--- src/rtl/clk_div_prog.sv ---
// Programmable clock divider: square output s with a runtime half-period, a rising-edge tick,
// pause control and ratio reload that only takes effect at full-period boundaries.
module clk_div_prog #(
    parameter int          CNT_W        = 32,
    parameter int unsigned HALF_DEFAULT = 2
) (
    input  logic             clk,
    input  logic             rst_n,
    input  logic             en,
    input  logic             ld,
    input  logic [CNT_W-1:0] half_in,
    output logic             s,
    output logic             tick,
    output logic [CNT_W-1:0] half_cur,
    output logic             pend
);

    localparam logic [CNT_W-1:0] HALF_RST = CNT_W'(HALF_DEFAULT);
    localparam logic [CNT_W-1:0] ONE      = CNT_W'(1);

    logic [CNT_W-1:0] cnt;
    logic [CNT_W-1:0] shadow;
    logic [CNT_W-1:0] cnt_nxt;
    logic [CNT_W-1:0] shadow_nxt;
    logic [CNT_W-1:0] half_nxt;
    logic             s_nxt;
    logic             tick_nxt;
    logic             pend_nxt;
    logic             ld_ok;
    logic             term;
    logic             boundary;

    // half_cur is never zero, so half_cur-1 cannot wrap.
    assign ld_ok    = ld && (half_in != '0);
    assign term     = (cnt >= (half_cur - ONE));
    assign boundary = en && term && s;

    always_comb begin
        cnt_nxt    = cnt;
        s_nxt      = s;
        tick_nxt   = 1'b0;
        half_nxt   = half_cur;
        shadow_nxt = shadow;
        pend_nxt   = pend;

        if (en) begin
            if (term) begin
                cnt_nxt  = '0;
                s_nxt    = ~s;
                tick_nxt = ~s;
            end else begin
                cnt_nxt  = cnt + ONE;
            end

            // A load landing on the boundary bypasses the shadow and applies at once.
            if (boundary) begin
                if (ld_ok) begin
                    half_nxt   = half_in;
                    shadow_nxt = half_in;
                end else if (pend) begin
                    half_nxt   = shadow;
                end
                pend_nxt = 1'b0;
            end else if (ld_ok) begin
                shadow_nxt = half_in;
                pend_nxt   = 1'b1;
            end
        end else if (ld_ok) begin
            // Paused: nothing is in flight, so the new ratio applies immediately with s held.
            half_nxt   = half_in;
            shadow_nxt = half_in;
            cnt_nxt    = '0;
            pend_nxt   = 1'b0;
        end
    end

    always_ff @(posedge clk or negedge rst_n) begin
        if (!rst_n) begin
            cnt      <= '0;
            s        <= 1'b0;
            tick     <= 1'b0;
            half_cur <= HALF_RST;
            shadow   <= HALF_RST;
            pend     <= 1'b0;
        end else begin
            cnt      <= cnt_nxt;
            s        <= s_nxt;
            tick     <= tick_nxt;
            half_cur <= half_nxt;
            shadow   <= shadow_nxt;
            pend     <= pend_nxt;
        end
    end

endmodule

--- config.mk ---
export PLATFORM = sky130hd
export DESIGN_NAME = clk_div_prog
export DESIGN_NICKNAME = d
export VERILOG_FILES = /design/src/rtl/clk_div_prog.sv
export SDC_FILE = /design/constraint.sdc
export NUM_CORES = 1
export LEC_CHECK = 0
export CAP_MARGIN = 40
export CORE_ASPECT_RATIO = 1.2
export CORE_UTILIZATION = 35
export CTS_CLUSTER_DIAMETER = 60
export DETAILED_ROUTE_END_ITERATION = 7
export PLACE_DENSITY = 0.58
export SLEW_MARGIN = 30
export SYNTH_ARGS = -nofsm -noshare
export SYNTH_HDL_FRONTEND = slang
export SYNTH_SLANG_ARGS = --single-unit
--- constraint.sdc ---
create_clock -name clk -period 11.3 [get_ports clk]
set_input_delay 1.13 -clock clk [delete_from_list [all_inputs] [get_ports clk]]
set_output_delay 1.13 -clock clk [all_outputs]
set_load 0.02 [all_outputs]
==> results.yml <==
status:
  status: "complete, no violations"
yosys:
  yosys_register_bits: 99
  ys_warn_count: 0
  synth_commonest_cells: "dfrtp_1 (97), a21oi_1 (78), nand2_1 (45)"
  synthFlopType: "dfrtp_1"
  ys_async_sr_fraction: 1.00
  synth_edf_count: 0
  synthTopCellsByArea: "dfrtp_1 (41%), ha_1 (7.3%), a21oi_1 (6.7%)"
  synth.avg_cell_area_um2: 9.78
  synth_cells: 599
  syn_nets: 669
  yosysMostFrequentCell: "dfrtp_1"
  synth.cell_area_um2: 5860
  yosys.cell_types.count: 47
  yosysTopAreaCell: "dfrtp_1"
  yosysTopAreaCellShare: 0.414
  ys_seq_area_frac: 0.423
routing:
  drt-initial-drc-count: 180
  viasPerCell: 5.44
  route.detailed.drc: 0
  wire_per_inst_um: 16.9
  drt_pass1_iterations: 4
  antenna_left: 0
  vias: 4771
  totalWireLength_um: 14900
sta:
  min_period_over_period: 0.431
  min_period_ns: 4.88
  fin_worst_skew_ns: 0.00782
  setup_slack_ns: 6.42
  fin_setup_tns_ns: 0
  finalSetupViolCount: 0
  relSlewSlack: 0.544
  worst_pin_slew_ns: 0.678
  hold_viol_final: 0
  rsz0062_at_grt: "false"
  whs_ns: 0.502
  slew_violations: 0
  fmax_mhz: 205
critical_path:
  crit_family: "simple AND/OR/NAND/NOR gates"
  worstSetupPathType: "reg2reg"
  crit_path_top_delay_cell: "nor4_1"
  worstPathCellList: "nor3_2, nand3_1, or4_4, or4_1, nor2_1, nand3b_1, xor2_1, ha_1, nand4_1, nor4_1, a211o_2, buf_4, o21ai_0, a21bo_2"
  timing.critical_path.from: "half_cur[4]"
  startpoint_type: "flip-flop"
  r2r-end: "cnt[22]"
  worst_ep_arrival_time_ns: 5.12
  reg2reg_depth: 14
  r2r_start: "half_cur[4]"
  cpPeakStageDelay_ns: 0.65
  worstPathRequired_ns: 11.55
  cp_max_fo: 67
  crit_buf_inv: 1
  crit_path_end_kind: "flip-flop"
  r2r_slack_ns: 6.42
die:
  rows: 51
  core_um2: 16300
  die_h_um: 144
  start_util: 0.360
  die_area_um2: 17300
  pin_count: 71
  die_x_um: 120
final_layout:
  diodes: 0
  fin_area_um2: 7160
  nets: 730
  drive_above_1_share: 0.117
  fillers: 1595
  utilization: 0.440
  area_growth_syn_to_layout_pct: 22.3
  stdcell_count: 877
power:
  power.internal_uw: 784
  totalPowerFinal_mw: 1.21
  seqPwrFrac: 0.417
  pwr-share-comb: 0.317
  clockPowerShare: 0.266
  power_density_nw_per_um2: 170
  vdd_drop_max_v: 0.0000723
  p_sw_frac: 0.354
  power_switching_uw: 430
  p_leak_nw: 2.98
global_routing:
  antenna_found_initial: 0
  grt_usage: 0.183
  grt_pass1_wl_um: 24500
  grt_max_degree: 68
  grt_pass1_vias: 4795
  grt-ovfl-total: 0
place:
  hpwl_um: 11100
  portBuffers: 70
  placed_cell_area_um2: 6850
  pre_cts_slack_ns: 6.41
  placedCellCount: 861
  gp_congestion: 0.851
min_path:
  whs_endpoint: "tick"
  hold_depth: 1
  hp-start: "s"
  hold_class: "reg2reg"
job:
  max-cap-violations: 0
clock_tree:
  clockBufferDepth: 2
  cts_setup_buffers: 0
  htreeDepth: 3
  clock_sinks: 99
  cts_tree: "yes"
  ctsResizeCount: 0
  clk_pin_slew_ns: 0.07
  hold_buffers: 0
  insertion_delay_ns: 0.36
  cts_buffers: 9
  cts-root-buf: "clkbuf_16"
cell families after synthesis:
family,share of synthesized area
compound gates,0.133
mux,0.116
fa+ha+maj,0.0726
flops,0.423
xor+xnor,0.0464
buf+inv,0.0263
simple gates,0.182
placed cells by master (no fill, tap or decap), types with 14 or more instances in the layout:
cell type        count
nand3_1             36
nor3_1              14
clkdlybuf4s50_1     69
mux2i_1             32
or3_1               14
ha_1                34
nand2_1             44
mux2_2              32
xnor2_1             19
o21ai_0             22
dfrtp_1             97
nor2_1              27
a21oi_1             78
state kept, by name, indices dropped and copies added (netlist names):
name,flops
cnt,32
tick,1
pend,1
shadow,32
half_cur,32
s,1
per-layer routing:
layer	GRT usage	vias up	share of wire
met2	0.309	86	0.49
met5	0	-	0
met4	0.103	0	0.037
met3	0.0258	30	0.031
met1	0.224	2320	0.44
li1	-	2335	-
layout make-up:
| cell class | instances | area [um2] | area share |
|---|---|---|---|
| multi-input combinational | 461 | 3260 | 0.455 |
| sequential | 99 | 2480 | 0.346 |
| timing repair buffer | 78 | 806 | 0.113 |
| tap | 212 | 265 | 0.0370 |
| clock buffer | 12 | 256 | 0.0358 |
| clock inverter | 4 | 56.3 | 0.00786 |
| inverter | 11 | 41.3 | 0.00577 |
worst reg2reg max path, cell delays in order, from the launching register on:
cell,delay (ns)
dfrtp_1,0.45
nor3_2,0.25
nand3_1,0.19
or4_4,0.48
or4_1,0.52
nor2_1,0.27
nand3b_1,0.13
xor2_1,0.16
ha_1,0.30
nand4_1,0.14
nor4_1,0.65
a211o_2,0.25
buf_4,0.54
o21ai_0,0.21
a21bo_2,0.24
how the worst max path moves through the flow:
| stage | to | slack, ns | cells past startpoint |
|---|---|---|---|
| global placement | half_cur[6] | 6.49 | 12 |
| finish | cnt[22] | 6.42 | 14 |
| global route | cnt[22] | 6.05 | 14 |
| CTS | cnt[22] | 6.39 | 14 |
| detailed placement | cnt[22] | 6.41 | 14 |
| floorplan | cnt[28] | 6.90 | 17 |
power by group through the flow:
stage | clock (mW) | sequential, mW | combinational (mW)
2_1_floorplan | 0 | 0.538 | 0.167
3_3_place_gp | 0 | 0.509 | 0.374
3_5_place_dp | 0 | 0.513 | 0.387
4_1_cts | 0.333 | 0.507 | 0.389
5_1_grt | 0.347 | 0.516 | 0.422
6_report | 0.323 | 0.507 | 0.384
Power figures use the tool's default switching activity.
